==> src/rtl/iir_dac_spi_tx.sv <==
`default_nettype none
// ============================================================================
//  Module   : iir_dac_spi_tx
//  Purpose  : Output stage of the IIR filter chain. Takes one 12-bit signed
//             sample per sample_en strobe into a one-entry holding register,
//             converts it to offset binary and shifts it out to a 12-bit SPI
//             DAC as a 16-bit frame {CMD, data}, MSB first. Samples that get
//             overwritten before transmission are counted (saturating).
//  Ports    : sys_clk     - system clock
//             sys_rst     - asynchronous, active-low reset
//             Din         - 12-bit signed filter sample
//             sample_en   - one-cycle strobe, Din valid in that cycle
//             dac_cs_n    - DAC chip select, active low
//             dac_sclk    - SPI clock, idles low
//             dac_sdo     - SPI serial data, MSB first
//             busy        - high from frame start until the CS gap ends
//             overrun_cnt - saturating count of overwritten samples
//  Revision : 1.0 - initial release
// ============================================================================
module iir_dac_spi_tx #(
    parameter int         CLK_DIV = 2,        // sys_clk cycles per SCLK half-period
    parameter logic [3:0] CMD     = 4'b0011,  // DAC command nibble
    parameter int         CS_GAP  = 4         // min cs_n high cycles between frames
) (
    input  logic        sys_clk,
    input  logic        sys_rst,
    input  logic [11:0] Din,
    input  logic        sample_en,
    output logic        dac_cs_n,
    output logic        dac_sclk,
    output logic        dac_sdo,
    output logic        busy,
    output logic [7:0]  overrun_cnt
);

    // One counter serves both the SCLK half-periods and the CS gap, so it
    // must be wide enough for whichever is longer.
    localparam int CNT_MAX = (CLK_DIV > CS_GAP) ? CLK_DIV : CS_GAP;
    localparam int CNT_W   = $clog2(CNT_MAX + 1);

    localparam logic [CNT_W-1:0] C_HALF_LAST = CNT_W'(CLK_DIV - 1);
    localparam logic [CNT_W-1:0] C_GAP_LAST  = CNT_W'(CS_GAP - 1);
    localparam logic [CNT_W-1:0] C_CNT_ONE   = CNT_W'(1);
    localparam logic [3:0]       C_LAST_BIT  = 4'd15;

    typedef enum logic [1:0] {
        IDLE  = 2'd0,
        SETUP = 2'd1,
        SHIFT = 2'd2,
        GAP   = 2'd3
    } state_t;

    state_t           r_state;
    logic [11:0]      r_hold;
    logic             r_hold_valid;
    logic [15:0]      r_shift;
    logic [CNT_W-1:0] r_half_cnt;
    logic [3:0]       r_bit_cnt;

    logic             w_consume;
    logic [15:0]      w_frame;

    // Flipping the sign bit maps two's complement onto offset binary.
    assign w_frame   = {CMD, r_hold ^ 12'h800};
    assign w_consume = (r_state == IDLE) && r_hold_valid;

    // ------------------------------------------------------------------
    // Holding register. A new strobe always wins; it is an overrun only if
    // the previous sample is still pending and not being taken this edge.
    // ------------------------------------------------------------------
    always_ff @(posedge sys_clk or negedge sys_rst) begin
        if (!sys_rst) begin
            r_hold       <= 12'h000;
            r_hold_valid <= 1'b0;
            overrun_cnt  <= 8'd0;
        end else if (sample_en) begin
            r_hold       <= Din;
            r_hold_valid <= 1'b1;
            if (r_hold_valid && !w_consume && (overrun_cnt != 8'hFF)) begin
                overrun_cnt <= overrun_cnt + 8'd1;
            end
        end else if (w_consume) begin
            r_hold_valid <= 1'b0;
        end
    end

    // ------------------------------------------------------------------
    // Frame sequencer. All SPI pins are driven from flops so the DAC never
    // sees decode glitches. The phase within a bit is the current dac_sclk
    // level itself.
    // ------------------------------------------------------------------
    always_ff @(posedge sys_clk or negedge sys_rst) begin
        if (!sys_rst) begin
            r_state    <= IDLE;
            r_shift    <= 16'h0000;
            r_half_cnt <= '0;
            r_bit_cnt  <= 4'd0;
            dac_cs_n   <= 1'b1;
            dac_sclk   <= 1'b0;
            dac_sdo    <= 1'b0;
            busy       <= 1'b0;
        end else begin
            case (r_state)
                IDLE: begin
                    if (r_hold_valid) begin
                        r_shift    <= w_frame;
                        dac_sdo    <= w_frame[15];
                        dac_cs_n   <= 1'b0;
                        busy       <= 1'b1;
                        r_half_cnt <= '0;
                        r_state    <= SETUP;
                    end
                end

                SETUP: begin
                    if (r_half_cnt == C_HALF_LAST) begin
                        r_half_cnt <= '0;
                        r_bit_cnt  <= 4'd0;
                        dac_sclk   <= 1'b1;
                        r_state    <= SHIFT;
                    end else begin
                        r_half_cnt <= r_half_cnt + C_CNT_ONE;
                    end
                end

                SHIFT: begin
                    if (r_half_cnt == C_HALF_LAST) begin
                        r_half_cnt <= '0;
                        if (dac_sclk) begin
                            // Falling edge: present the next bit, except after
                            // the last one where there is nothing left to send.
                            dac_sclk <= 1'b0;
                            if (r_bit_cnt != C_LAST_BIT) begin
                                r_shift <= {r_shift[14:0], 1'b0};
                                dac_sdo <= r_shift[14];
                            end
                        end else if (r_bit_cnt == C_LAST_BIT) begin
                            dac_cs_n <= 1'b1;
                            dac_sdo  <= 1'b0;
                            r_state  <= GAP;
                        end else begin
                            dac_sclk  <= 1'b1;
                            r_bit_cnt <= r_bit_cnt + 4'd1;
                        end
                    end else begin
                        r_half_cnt <= r_half_cnt + C_CNT_ONE;
                    end
                end

                GAP: begin
                    if (r_half_cnt == C_GAP_LAST) begin
                        r_half_cnt <= '0;
                        busy       <= 1'b0;
                        r_state    <= IDLE;
                    end else begin
                        r_half_cnt <= r_half_cnt + C_CNT_ONE;
                    end
                end

                default: begin
                    r_state <= IDLE;
                end
            endcase
        end
    end

endmodule
`default_nettype wire

==> config.mk <==
export PLATFORM = sky130hd
export DESIGN_NAME = iir_dac_spi_tx
export DESIGN_NICKNAME = d
export VERILOG_FILES = /design/src/rtl/iir_dac_spi_tx.sv
export SDC_FILE = /design/constraint.sdc
export NUM_CORES = 1
export LEC_CHECK = 0
export BUFFER_PORTS_ARGS = -buffer_cell sky130_fd_sc_hd__buf_2
export CORE_MARGIN = 5
export CORE_UTILIZATION = 61
export CTS_CLUSTER_DIAMETER = 80
export CTS_CLUSTER_SIZE = 16
export DETAILED_ROUTE_END_ITERATION = 16
export PLACE_DENSITY = 0.82
export SYNTH_ARGS = -nofsm -noshare
export SYNTH_HDL_FRONTEND = slang
export SYNTH_SLANG_ARGS = --single-unit
==> constraint.sdc <==
create_clock -name sys_clk -period 2.6 [get_ports sys_clk]
set_input_delay 0.52 -clock sys_clk [delete_from_list [all_inputs] [get_ports sys_clk]]
set_output_delay 0.52 -clock sys_clk [all_outputs]
set_load 0.02 [all_outputs]
==> flow_metrics.py, run 1 <==
metrics = {
    "synth": {
        "synth_top_area_share_pct": 48.7,
        "synthTopCellsByArea": "dfrtp_1, mux2_2, ha_1, mux2i_1, a21oi_1",
        "synth-async-reset-ratio_pct": 100,
        "synth_simple_gate_area_share_pct": 11.6,
        "syn-cell-area_um2": 2470,
        "ys_seq_elements": 49,
        "synth_edf_count": 0,
        "synth_common_cells": "dfrtp_1, a21oi_1, nand2_1",
        "synth-adder-area-share_pct": 5.58,
        "synth_cells": 224,
        "synth_cell_type_count": 44,
        "yosys_warnings": 0,
        "synth_compound_area_share_pct": 15.0,
        "synth_top_family_by_area": "compound AO/OA/AOI/OAI gates",
        "yosysTopAreaCell": "dfrtp_1",
        "synth_xor_area_share_pct": 1.42,
        "synth-main-ff-cell": "dfrtp_1",
        "syn_nets": 250,
        "yosys.cell_count.top_type": "dfrtp_1",
        "muxShareOfSynthArea_pct": 12.6,
        "ys_seq_area_share_pct": 49.7,
        "syn_area_per_cell_um2": 11.0,
    },
    "routing": {
        "viasPerCell": 5.68,
        "drc": 0,
        "postRouteAntennaNets": 0,
        "dr.pass1.iters": 4,
        "wl_per_cell_um": 14.8,
        "vias": 1726,
        "routed_wl_mm": 4.50,
        "drt-initial-drc-count": 104,
    },
    "finish": {
        "fin_area_um2": 2730,
        "area_growth_pct": 10.8,
        "fillers": 302,
        "nets": 279,
        "layout-drive-gt1-share_pct": 23.6,
        "finalNonFillerCells": 304,
        "fin_util_pct": 68.8,
        "num_antenna_cells": 0,
    },
    "critical_path": {
        "critical_path_required_ns": 2.79,
        "crit_chain": "inv_1 > ha_1 > nor2_1 > a211oi_4 > buf_4 > nand2_2 > a22o_1",
        "critPathLaunchType": "register",
        "critPathTopFamily": "compound AO/OA/AOI/OAI gates",
        "r2r_start": "r_state[0]",
        "reg2reg_slack_ns": 0.48,
        "critPathSlowestCell": "ha_1",
        "slowest_delay_ns": 0.46,
        "rr_worst_depth": 7,
        "path_class": "reg -> reg",
        "cp.arrival_ns": 2.31,
        "crit_buf_inv": 2,
        "rr_endpoint": "r_shift[0]",
        "critPathCaptureType": "register",
        "worst-path-max-fanout": 13,
    },
    "die": {
        "fp.dieW_um": 73.6,
        "design.core.area_um2": 3970,
        "floorplan.initialDensity_pct": 62.1,
        "dieArea_um2": 5420,
        "ios": 27,
        "die_h_um": 73.6,
        "num_rows": 23,
    },
    "sta": {
        "max_slew_margin_pct": 60.0,
        "holdWs_ns": 0.299,
        "fmax_ghz": 0.472,
        "worst_slack_ns": 0.482,
        "finalMaxSlewViolations": 0,
        "tightest_slew_ns": 0.599,
        "fin_skew_ns": 0.00823,
        "hold_violations": 0,
        "min_period_ns": 2.12,
        "rsz0062_at_grt": "false",
        "fin_tns_setup_ns": 0,
        "timing.final.crit_share_pct": 81.4,
        "setup_viol": 0,
    },
    "cts": {
        "clk_latency_ns": 0.30,
        "cts.htree.levels": 2,
        "ctsLongestPathBuffers": 2,
        "cts_made_buffers": 5,
        "cts-resized-gates": 0,
        "hold_buffers": 0,
        "post-cts-setup-buffers": 0,
        "cts_tree": "done",
        "cts.sinks": 49,
        "cts_root_buffer": "clkbuf_8",
        "path_clk_slew_ns": 0.09,
    },
    "placement": {
        "numPortBuffers": 26,
        "hpwl_mm": 3.25,
        "placed_cells": 296,
        "dpl_cell_area_um2": 2650,
        "place_ws_ns": 0.497,
        "gp_congestion": 0.831,
    },
    "power_and_ir_drop": {
        "combPwrFrac_pct": 46.9,
        "ir_drop_mv": 0.547,
        "internal_power_mw": 1.85,
        "seqPwrFrac_pct": 39.4,
        "p_total_mw": 3.15,
        "power_density_nw_per_um2": 1150,
        "p_sw_share_pct": 41.2,
        "power_frac_clock_pct": 13.7,
        "p_leak_nw": 1.25,
        "netSwitchingPower_mw": 1.30,
    },
    "job": {
        "maxCapViolations": 0,
    },
    "global_routing": {
        "overflow": 0,
        "grt_pass1_vias": 1656,
        "antenna_found_initial": 0,
        "grt_max_degree": 50,
        "grt_pass1_wl_mm": 7.62,
        "groute.usage.overall_pct": 18.4,
    },
    "outcome": {
        "status": "finished clean",
    },
    "hold_path": {
        "min-delay-path-class": "in -> async",
    },
}
[worst register-to-register path: stages, from the launching register on]
cell      delay [ns]
dfrtp_1         0.41
inv_1           0.13
ha_1            0.46
nor2_1          0.16
a211oi_4        0.29
buf_4           0.24
nand2_2         0.10
a22o_1          0.24
[area by class of cell]
| class | instances | area (um2) | share of cell area [%] |
|---|---|---|---|
| repair buffers | 33 | 183 | 6.68 |
| inverters | 10 | 37.5 | 1.37 |
| clock inverters | 2 | 10.0 | 0.366 |
| multi-input cells | 154 | 1140 | 41.7 |
| flip-flops and latches | 49 | 1230 | 44.9 |
| well taps | 50 | 62.6 | 2.29 |
| clock buffers | 6 | 72.6 | 2.66 |
[cell families (layout without fill, tap and decap cells)]
group | count (synthesis) | in the layout
flops | 49 | 49
buf+inv | 21 | 51
simple gates | 54 | 54
fa+ha+maj | 11 | 11
xor+xnor | 4 | 4
mux | 29 | 29
compound gates | 56 | 56
[registers in the layout (all words and copies together), names as in the netlist]
name / flops
dac_sclk: 1
r_shift: 15
busy: 1
dac_cs_n: 1
dac_sdo: 1
r_hold: 12
overrun_cnt: 8
r_half_cnt: 3
r_state: 2
r_hold_valid: 1
r_bit_cnt: 4
[worst max-delay path by stage]
stage / startpoint / end / slack [ns] / cells after the start
2_1_floorplan: r_state[0] / r_shift[0] / 0.85 / 7
3_3_place_gp: r_state[0] / r_shift[0] / 0.57 / 7
3_5_place_dp: r_state[0] / r_shift[0] / 0.50 / 7
4_1_cts: r_state[0] / r_shift[0] / 0.48 / 7
5_1_grt: r_state[0] / r_shift[0] / 0.35 / 7
6_report: r_state[0] / r_shift[0] / 0.48 / 7
[metal layers]
layer  vias to the layer above  global-route usage [%]  wire length [um]
met3                         8                    4.24               147
met4                         0                    7.65                89
met2                        25                    28.9              2180
met5                         -                       0                 0
met1                       831                    24.5              2080
li1                        862                       -                 -
[layout by cell type (no fill, tap or decap), types with 2 or more instances in the layout]
master	count
a21oi_1	18
a22o_1	5
a22oi_1	2
a31oi_1	13
a41oi_1	2
and3_1	3
buf_2	26
buf_4	7
clkbuf_8	5
clkinv_2	2
dfrtp_1	48
ha_1	11
inv_1	10
mux2_1	4
mux2_2	13
mux2i_1	12
nand2_1	17
nand2b_1	6
nand3_1	4
nand4_1	4
nor2_1	9
nor2b_1	2
nor3_1	2
o21ai_0	6
xnor2_1	3
[power by group through the flow]
stage                     Clock, mW  Sequential, mW  Combinational (mW)
final                         0.432            1.24                1.47
after floorplan                   0            1.29                1.09
after CTS                     0.444            1.24                1.48
after global placement            0            1.25                1.42
after global routing          0.477            1.28                1.65
after detailed placement          0            1.25                1.48
(Power assumes the default switching activity.)
==> run 2, diff against run 1 <==
--- a/config.mk
+++ b/config.mk
@@ -7,11 +7,11 @@
 export LEC_CHECK = 0
 export BUFFER_PORTS_ARGS = -buffer_cell sky130_fd_sc_hd__buf_2
 export CORE_MARGIN = 5
-export CORE_UTILIZATION = 61
+export CORE_UTILIZATION = 52
 export CTS_CLUSTER_DIAMETER = 80
 export CTS_CLUSTER_SIZE = 16
 export DETAILED_ROUTE_END_ITERATION = 16
-export PLACE_DENSITY = 0.82
+export PLACE_DENSITY = 0.75
 export SYNTH_ARGS = -nofsm -noshare
 export SYNTH_HDL_FRONTEND = slang
 export SYNTH_SLANG_ARGS = --single-unit
==> constraint.sdc (replaced) <==
create_clock -name sys_clk -period 1.8 [get_ports sys_clk]
set_input_delay 0.36 -clock sys_clk [delete_from_list [all_inputs] [get_ports sys_clk]]
set_output_delay 0.36 -clock sys_clk [all_outputs]
set_load 0.02 [all_outputs]
==> flow_metrics.py, run 2 (synthesized netlist as in run 1, its figures left out) <==
metrics = {
    "outcome": {
        "status": "finished clean",
    },
    "sta": {
        "tightest_slew_ns": 0.581,
        "worst_slack_ns": 0.0823,
        "fmax_ghz": 0.582,
        "fin_skew_ns": 0.0122,
        "holdWs_ns": 0.0404,
        "timing.final.crit_share_pct": 95.4,
        "hold_violations": 0,
        "finalMaxSlewViolations": 0,
        "setup_viol": 0,
        "min_period_ns": 1.72,
        "max_slew_margin_pct": 61.3,
        "fin_tns_setup_ns": 0,
    },
    "critical_path": {
        "critPathSlowestCell": "dfrtp_1",
        "crit_start": "r_bit_cnt[0]",
        "slowest_delay_ns": 0.44,
        "critPathLaunchType": "register",
        "crit_chain": "ha_1 > and3_1 > o21ai_2 > buf_12 > a21oi_1 > a31oi_1",
        "critPathCaptureType": "register",
        "cp.arrival_ns": 1.93,
        "crit_buf_inv": 1,
        "worst-path-max-fanout": 24,
        "path_class": "reg -> reg",
        "critical_path_required_ns": 2.02,
        "r2r_start": "r_bit_cnt[0]",
        "critPathTopFamily": "compound AO/OA/AOI/OAI gates",
    },
    "routing": {
        "postRouteAntennaNets": 0,
        "drt-initial-drc-count": 86,
        "drc": 0,
        "vias": 1812,
        "dr.pass1.iters": 4,
        "wl_per_cell_um": 15.0,
        "viasPerCell": 5.66,
        "routed_wl_mm": 4.80,
    },
    "finish": {
        "num_antenna_cells": 0,
        "finalNonFillerCells": 320,
        "top_register": "r_shift",
        "largest_reg_flops": 15,
        "area_growth_pct": 20.9,
        "nets": 291,
        "fin_area_um2": 2980,
        "final_common_cell": "dfrtp_1",
        "layout_common_cells": "dfrtp_1, buf_2, a21oi_1",
        "layout-drive-gt1-share_pct": 30.5,
        "top_regs": "r_shift: 15 flops, r_hold: 12 flops, overrun_cnt: 8 flops",
        "fin_util_pct": 64.0,
    },
    "global_routing": {
        "grt_pass1_wl_mm": 8.22,
        "overflow": 0,
        "groute.usage.overall_pct": 16.5,
        "grt_pass1_vias": 1799,
        "antenna_found_initial": 0,
        "grt_max_degree": 27,
    },
    "hold_path": {
        "min-delay-path-class": "in -> async",
    },
    "placement": {
        "numPortBuffers": 26,
        "hpwl_mm": 3.20,
        "placed_cells": 304,
        "gp_congestion": 0.827,
        "dpl_cell_area_um2": 2720,
        "place_ws_ns": -0.0438,
    },
    "cts": {
        "ctsLongestPathBuffers": 2,
        "cts.htree.levels": 2,
        "cts_made_buffers": 5,
        "cts.sinks": 49,
        "hold_buffers": 0,
        "cts_tree": "done",
        "clk_latency_ns": 0.31,
        "cts_root_buffer": "clkbuf_8",
        "path_clk_slew_ns": 0.10,
    },
    "die": {
        "dieArea_um2": 6220,
        "die_h_um": 78.9,
        "design.core.area_um2": 4660,
        "fp.dieW_um": 78.9,
        "ios": 27,
        "num_rows": 25,
        "floorplan.initialDensity_pct": 52.9,
    },
    "power_and_ir_drop": {
        "p_leak_nw": 1.35,
        "p_total_mw": 5.27,
        "power_density_nw_per_um2": 1770,
        "ir_drop_mv": 0.873,
    },
    "job": {
        "maxCapViolations": 0,
    },
}
run 2: cell count changes in the layout (fill, tap and decap cells not counted), moves of 2 or more:
cell	change
buf_6	+3
clkinv_2	-2
ha_4	+3
ha_1	-3
inv_6	+2
buf_4	+4
inv_2	+2
buf_12	+3
inv_1	-2
run 2: path summary, 6_finish.rpt:
path | cells past startpoint | slack [ns] | to
min in group sys_clk | 2 | 0.27 | r_hold[11]
max in group asynchronous | 2 | 1.17 | r_hold[0]
hold reg to reg | 1 | 0.51 | r_shift[0]
setup reg to reg | 6 | 0.08 | r_shift[5]
setup / recovery | 6 | 0.08 | r_shift[5]
hold / removal | 1 | 0.04 | r_bit_cnt[3]
run 2: layer usage:
layer	up-vias	global-route usage (%)	share of wire (%)
li1	889	-	-
met1	893	21.7	46
met2	25	27.2	49
met4	0	4.64	1.2
met3	5	4.20	3.1
met5	-	0	0
run 2: report_power, final:
| part | leakage [nW] | internal [mW] | switching [mW] |
|---|---|---|---|
| Combinational | 0.730 | 1.43 | 1.36 |
| Clock | 0.0452 | 0.284 | 0.388 |
| Sequential | 0.576 | 1.49 | 0.320 |
run 2: final cells by class:
class / count / area [um2]
Fill cell: 378 / 1680
Sequential cell: 49 / 1230
Multi-Input combinational cell: 154 / 1190
Timing Repair Buffer: 45 / 364
Clock buffer: 5 / 68.8
Tap cell: 54 / 67.6
Inverter: 10 / 37.5
Clock inverter: 3 / 25.0
run 2: worst reg2reg max path, delay by kind of cell (launching register included):
| kind | cells | cell delay [ns] |
|---|---|---|
| compound gates | 3 | 0.50 |
| flops | 1 | 0.44 |
| fa+ha+maj | 1 | 0.27 |
| simple gates | 1 | 0.22 |
| buf+inv | 1 | 0.20 |
run 2: timing repair:
action                                  CTS  global route
resized for setup                         4            11
setup buffers                             2             4
pin swaps                                 1             2
cloned                                    1             1
endpoints found under the setup margin    9            17
